`config.mk`:
```
export PLATFORM = sky130hd
export DESIGN_NAME = sprite_addr_gen
export DESIGN_NICKNAME = d
export VERILOG_FILES = /design/src/rtl/sprite_pkg.sv /design/src/rtl/sprite_anim_fsm.sv /design/src/rtl/sprite_addr_gen.sv
export SDC_FILE = /design/constraint.sdc
export NUM_CORES = 1
export LEC_CHECK = 0
export ABC_AREA = 1
export BUFFER_PORTS_ARGS = -buffer_cell sky130_fd_sc_hd__buf_2
export CORE_ASPECT_RATIO = 1.75
export CORE_MARGIN = 5
export CORE_UTILIZATION = 35
export CTS_CLUSTER_SIZE = 20
export DETAILED_ROUTE_END_ITERATION = 16
export PLACE_DENSITY = 0.59
export REMOVE_ABC_BUFFERS = 1
export SLEW_MARGIN = 25
export SYNTH_ARGS = -nofsm -noshare
export SYNTH_HDL_FRONTEND = slang
export SYNTH_SLANG_ARGS = --single-unit
```
`constraint.sdc`:
```
create_clock -name vga_clk -period 1.7 [get_ports vga_clk]
set_input_delay 0.085 -clock vga_clk [delete_from_list [all_inputs] [get_ports vga_clk]]
set_output_delay 0.085 -clock vga_clk [all_outputs]
set_load 0.01 [all_outputs]
```
`src/rtl/sprite_pkg.sv`:
```
// sprite_pkg: animation state type, coordinate width and frame-size helper
// shared by the sprite address generator and its animation sequencer.
package sprite_pkg;
    typedef enum logic {IDLE, PLAY} anim_state_t;
    localparam int COORD_W = 10;
    function automatic int frame_size(input int w, input int h);
        return w * h;
    endfunction
endpackage

```
`src/rtl/sprite_anim_fsm.sv`:
```
// sprite_anim_fsm: play/stop animation sequencer; advances the displayed frame
// every TICKS_PER_FRAME video frames and keeps the frame's ROM base address.
module sprite_anim_fsm
    import sprite_pkg::*;
#(
    parameter int NUM_FRAMES      = 8,
    parameter int TICKS_PER_FRAME = 6,
    parameter int LOOP            = 1,
    parameter int FRAME_SIZE      = 6144,
    parameter int ADDR_W          = 16,
    parameter int IDX_W           = $clog2(NUM_FRAMES)
) (
    input  logic              vga_clk,
    input  logic              reset_n,
    input  logic              frame_tick,
    input  logic              play,
    input  logic              stop,
    output logic              busy,
    output logic              anim_done,
    output logic [IDX_W-1:0]  frame_idx,
    output logic [ADDR_W-1:0] frame_base
);
    localparam int TICK_W = $clog2(TICKS_PER_FRAME > 1 ? TICKS_PER_FRAME : 2);

    anim_state_t       r_state, w_state;
    logic [TICK_W-1:0] r_tick_cnt, w_tick_cnt;
    logic [IDX_W-1:0]  r_frame_idx, w_frame_idx;
    logic [ADDR_W-1:0] r_frame_base, w_frame_base;
    logic              r_anim_done, w_anim_done;

    always_ff @(posedge vga_clk or negedge reset_n) begin
        if (!reset_n) begin
            r_state      <= IDLE;
            r_tick_cnt   <= '0;
            r_frame_idx  <= '0;
            r_frame_base <= '0;
            r_anim_done  <= 1'b0;
        end else begin
            r_state      <= w_state;
            r_tick_cnt   <= w_tick_cnt;
            r_frame_idx  <= w_frame_idx;
            r_frame_base <= w_frame_base;
            r_anim_done  <= w_anim_done;
        end
    end

    // stop outranks play and ticks; a request cycle never counts its tick
    always_comb begin
        w_state      = r_state;
        w_tick_cnt   = r_tick_cnt;
        w_frame_idx  = r_frame_idx;
        w_frame_base = r_frame_base;
        w_anim_done  = 1'b0;
        if (r_state == IDLE || stop) begin
            w_state      = (r_state == IDLE && play && !stop) ? PLAY : IDLE;
            w_tick_cnt   = '0;
            w_frame_idx  = '0;
            w_frame_base = '0;
        end else if (frame_tick) begin
            if (r_tick_cnt != TICK_W'(TICKS_PER_FRAME - 1)) begin
                w_tick_cnt = r_tick_cnt + TICK_W'(1);
            end else if (r_frame_idx != IDX_W'(NUM_FRAMES - 1)) begin
                w_tick_cnt   = '0;
                w_frame_idx  = r_frame_idx + IDX_W'(1);
                w_frame_base = r_frame_base + ADDR_W'(FRAME_SIZE);
            end else begin
                w_tick_cnt   = '0;
                w_frame_idx  = '0;
                w_frame_base = '0;
                w_state      = (LOOP != 0) ? PLAY : IDLE;
                w_anim_done  = (LOOP == 0);
            end
        end
    end

    assign busy       = (r_state == PLAY);
    assign anim_done  = r_anim_done;
    assign frame_idx  = r_frame_idx;
    assign frame_base = r_frame_base;
endmodule

```
`src/rtl/sprite_addr_gen.sv`:
```
// sprite_addr_gen: maps VGA draw_x/draw_y onto the animated sprite ROM address.
// Define SPRITE_MIRROR_EN to add facing_left horizontal mirroring.
module sprite_addr_gen
    import sprite_pkg::*;
#(
    parameter int FRAME_W         = 64,
    parameter int FRAME_H         = 96,
    parameter int NUM_FRAMES      = 8,
    parameter int TICKS_PER_FRAME = 6,
    parameter int LOOP            = 1,
    parameter int ADDR_W          = 16
) (
    input  logic                          vga_clk,
    input  logic                          reset_n,
    input  logic [COORD_W-1:0]            draw_x,
    input  logic [COORD_W-1:0]            draw_y,
    input  logic                          frame_tick,
    input  logic [COORD_W-1:0]            pos_x,
    input  logic [COORD_W-1:0]            pos_y,
    input  logic                          play,
    input  logic                          stop,
`ifdef SPRITE_MIRROR_EN
    input  logic                          facing_left,
`endif
    output logic                          busy,
    output logic                          anim_done,
    output logic [$clog2(NUM_FRAMES)-1:0] frame_idx,
    output logic [ADDR_W-1:0]             rom_address,
    output logic                          sprite_on
);
    localparam int LW = $clog2(FRAME_W);

    logic [COORD_W:0]  w_dx, w_dy;
    logic              w_inside;
    logic [LW-1:0]     w_col;
    logic [ADDR_W-1:0] w_frame_base, w_addr;
    logic              r_sprite_on;
    logic [ADDR_W-1:0] r_rom_address;

    sprite_anim_fsm #(
        .NUM_FRAMES(NUM_FRAMES), .TICKS_PER_FRAME(TICKS_PER_FRAME), .LOOP(LOOP),
        .FRAME_SIZE(frame_size(FRAME_W, FRAME_H)), .ADDR_W(ADDR_W)
    ) u_fsm (
        .vga_clk(vga_clk), .reset_n(reset_n), .frame_tick(frame_tick), .play(play),
        .stop(stop), .busy(busy), .anim_done(anim_done), .frame_idx(frame_idx),
        .frame_base(w_frame_base)
    );

    // zero-extended subtraction: the extra top bit is the sign of the offset
    assign w_dx     = {1'b0, draw_x} - {1'b0, pos_x};
    assign w_dy     = {1'b0, draw_y} - {1'b0, pos_y};
    assign w_inside = !w_dx[COORD_W] && (w_dx[COORD_W-1:0] < COORD_W'(FRAME_W)) &&
                      !w_dy[COORD_W] && (w_dy[COORD_W-1:0] < COORD_W'(FRAME_H));
`ifdef SPRITE_MIRROR_EN
    assign w_col    = facing_left ? ~w_dx[LW-1:0] : w_dx[LW-1:0];
`else
    assign w_col    = w_dx[LW-1:0];
`endif
    assign w_addr   = w_frame_base + ((ADDR_W'(w_dy[COORD_W-1:0]) << LW) | ADDR_W'(w_col));

    always_ff @(posedge vga_clk or negedge reset_n) begin
        if (!reset_n) begin
            r_sprite_on   <= 1'b0;
            r_rom_address <= '0;
        end else begin
            r_sprite_on   <= w_inside;
            r_rom_address <= w_inside ? w_addr : '0;
        end
    end

    assign sprite_on   = r_sprite_on;
    assign rom_address = r_rom_address;
endmodule

```
==> summary.txt <==
Run status
  • Outcome: complete, no violations

Detailed routing
  • Post-route DRC: 0
  • DR WL/cell: 10.84 um
  • Vias post-DR: 2837
  • Routed WL: 6634 um
  • First drt pass iteration count: 4
  • Routed Antenna Nets: 0
  • Routed vias/inst: 4.636
  • Iteration-0 DRC Markers: 63

Placement
  • Dpl ws: -0.5214 ns
  • GP Congestion: 0.8240
  • DP Area: 3371 um^2
  • Buffers on Ports: 65
  • Dpl hpwl: 5327 um

Cells and area
  • Ant. Diodes: 0
  • Fillers: 738
  • Share of cells above drive strength 1: 0.3669
  • Final #Nets: 600
  • Final instance area: 3933 um^2
  • Final core occ: 0.5437
  • P&R area growth vs syn: 51.98%

Timing
  • Min Tclk post-route: 1.692 ns
  • Final setup viols: 0
  • Min Hold Slack: 0.05210 ns
  • Fmax: 0.5909 GHz
  • Post-route setup slack: 0.007632 ns
  • RSZ-0062 raised after global routing: yes
  • Final Skew: 0.002096 ns
  • Final Hold Fails: 0
  • Worst-margin pin slew: 0.6195 ns
  • Max-slew violation count: 0
  • Tcrit/Tclk final: 0.9955
  • Max-Slew Margin vs Limit: 0.5870

Synth
  • Post-synthesis sequential area ratio: 0.2805
  • Library cells used by synthesis: 24
  • Mapped Area: 2587 um^2
  • Synth top area cells: dfrtp_1 (28%), nand2_1 (16%), ha_1 (14%)
  • Avg Inst Size Synth: 6.469 um^2
  • Yosys top cell by area: dfrtp_1
  • Yosys reg bits: 29
  • Gate Count Post-Synth: 400
  • Synthesis Warnings: 0
  • Yosys top cell area share: 0.2805

Die
  • Row count: 41
  • Die Area: 9280 um^2
  • Num ports: 67
  • Die Y: 123.7 um
  • Initial Utilization: 0.3577
  • Core box area: 7233 um^2
  • Die X: 75.00 um

Critical path
  • CP most frequent cell: nand2_2
  • Crit start category: input port
  • Critical path class: input port to flip-flop
  • Crit-path cells: buf_6 > inv_2 > ha_4 > inv_2 > fa_2 > nand2_2 > nand3_2 > nand2_2 > nand2_2 > ha_4 > nand2_2 > o21ai_4 > inv_2 > nand2_1 > nand2_1 > nand2_2 > nor2_2
  • Family with the most delay on the worst path: adder cells
  • Crit path buffers/inverters: 4
  • Slowest-stage cell, CP: fa_2
  • Required time worst endpoint: 1.87 ns
  • Critical Path Sink Type: flip-flop
  • Crit path arrival time: 1.86 ns
  • Flop2flop setup slack: 0.25 ns
  • CP max stage delay: 0.38 ns
  • Critical path fanouts, max: 4

Power and ir drop
  • Leak: 2.259 nW
  • Pwr Density: 649.0 nW/um^2
  • Peak supply drop: 0.3193 mV

Clock tree
  • Clock-pin slew on the worst setup and hold paths: 0.05 ns
  • H-Tree Depth: 2
  • CTS root buffer: clkbuf_16
  • Max clock buf depth: 2
  • Num CTS Buffers: 5
  • Clk sinks: 29
  • CTS tree: done
  • Clk Latency, worst-skew pair: 0.27 ns

Global route
  • Antenna violations before repair: 0
  • First-pass GRT wire length: 10480 um
  • Largest net degree at the start of global routing: 30
  • Total grt overflow: 0
  • Vias in the first global route: 2634
  • All-Layer GR Usage: 0.1428

Worst hold path
  • Hold Crit Class: input port to flip-flop

Flow run
  • Max cap viols: 0
==> what timing repair did <==
| action | 4_1_cts | 5_1_grt |
|---|---|---|
| cloned | 0 | 2 |
| resized for setup | 31 | 47 |
| buffers inserted | 2 | 1 |
| pin swaps | 15 | 26 |
| endpoints found under the setup margin | 14 | 19 |
| hold buffers | 2 | 0 |
| endpoints found under the hold margin | 30 | 0 |
==> metal layers <==
metal  wire length, um  share of wire  global-route usage
met1              2462           0.37              0.1463
met2              3730           0.56              0.2789
met3               228          0.034             0.01212
met4               212          0.032             0.06347
met5                 0              0                   0
==> layout by cell type, fill, tap and decap left out, drive strengths merged <==
cell type,instances
o21bai,2
o31ai,1
nand4,10
nor2,51
dfrtp,29
xnor2,2
nand2,114
nor3,5
fa,2
inv,84
clkbuf,8
o22ai,1
conb,2
xor2,5
or2,1
clkinv,2
o21a,1
buf,115
a21oi,17
dlygate4sd3,2
nand3,34
o21ai,6
ha,28
nand3b,4
==> kinds of logic (layout without fill, tap and decap cells) <==
logic type / after synthesis / in the layout / share of synthesized area
adder cells (fa/ha/maj): 30 / 30 / 0.1509
AO/OA/AOI/OAI: 28 / 28 / 0.05851
flip-flops: 29 / 29 / 0.2805
XOR/XNOR: 7 / 7 / 0.02369
AND/OR/NAND/NOR: 219 / 219 / 0.3559
buffers and inverters: 86 / 211 / 0.1291
other: 1 / 2 / 0.001449
==> final timing paths <==
path | startpoint | end | cells after the start
setup / recovery | draw_y[0] | rom_address[14] | 17
hold / removal | play | u_fsm.busy | 3
setup reg to reg | u_fsm.frame_idx[0] | u_fsm.frame_base[15] | 7
hold reg to reg | u_fsm.frame_idx[1] | u_fsm.frame_idx[1] | 2
max in group asynchronous | reset_n | rom_address[2] | 2
min in group asynchronous | reset_n | u_fsm.frame_idx[1] | 2
==> stage by stage <==
stage	total power, mW	std cells	TNS, ns
6_report	2.552	612	0
5_1_grt	2.736	612	-1.880
4_1_cts	2.478	609	0
3_5_place_dp	1.556	597	-5.424
3_3_place_gp	1.543	597	-5.037
2_1_floorplan	1.214	399	-0.6485
==> area by class of cell <==
type	instances	area, um^2	share of cell area
multi-input cells	286	1852	0.4709
repair buffers	119	793.3	0.2017
flip-flops and latches	29	725.7	0.1845
inverters	84	315.3	0.08018
clock buffers	6	128.9	0.03277
well taps	86	107.6	0.02736
clock inverters	2	10.01	0.002545
==> synth_stat cells, drive strengths merged <==
library cell  count
nand2           114
inv              84
nor2             51
nand3            34
dfrtp            29
ha               28
a21oi            17
nand4            10
o21ai             6
nor3              5
xor2              5
nand3b            4
buf               2
fa                2
o21bai            2
xnor2             2
conb              1
o21a              1
o22ai             1
o31ai             1
or2               1
==> flip-flops by register name, indices dropped and copies added (netlist names) <==
signal	flops
u_fsm.frame_base	5
sprite_on	1
u_fsm.busy	1
rom_address	16
u_fsm.frame_idx	3
u_fsm.r_tick_cnt	3
==> tightest hold or removal path: stages <==
cell,delay (ns)
buf_2,0.10
inv_1,0.04
a21oi_1,0.06
==> where the power goes <==
part           internal (mW)  switching (mW)
clock                  0.534           0.276
combinational          0.490           0.537
sequential             0.703          0.0124
total                   1.73           0.825
No activity file was read; power rests on OpenSTA's default activity.
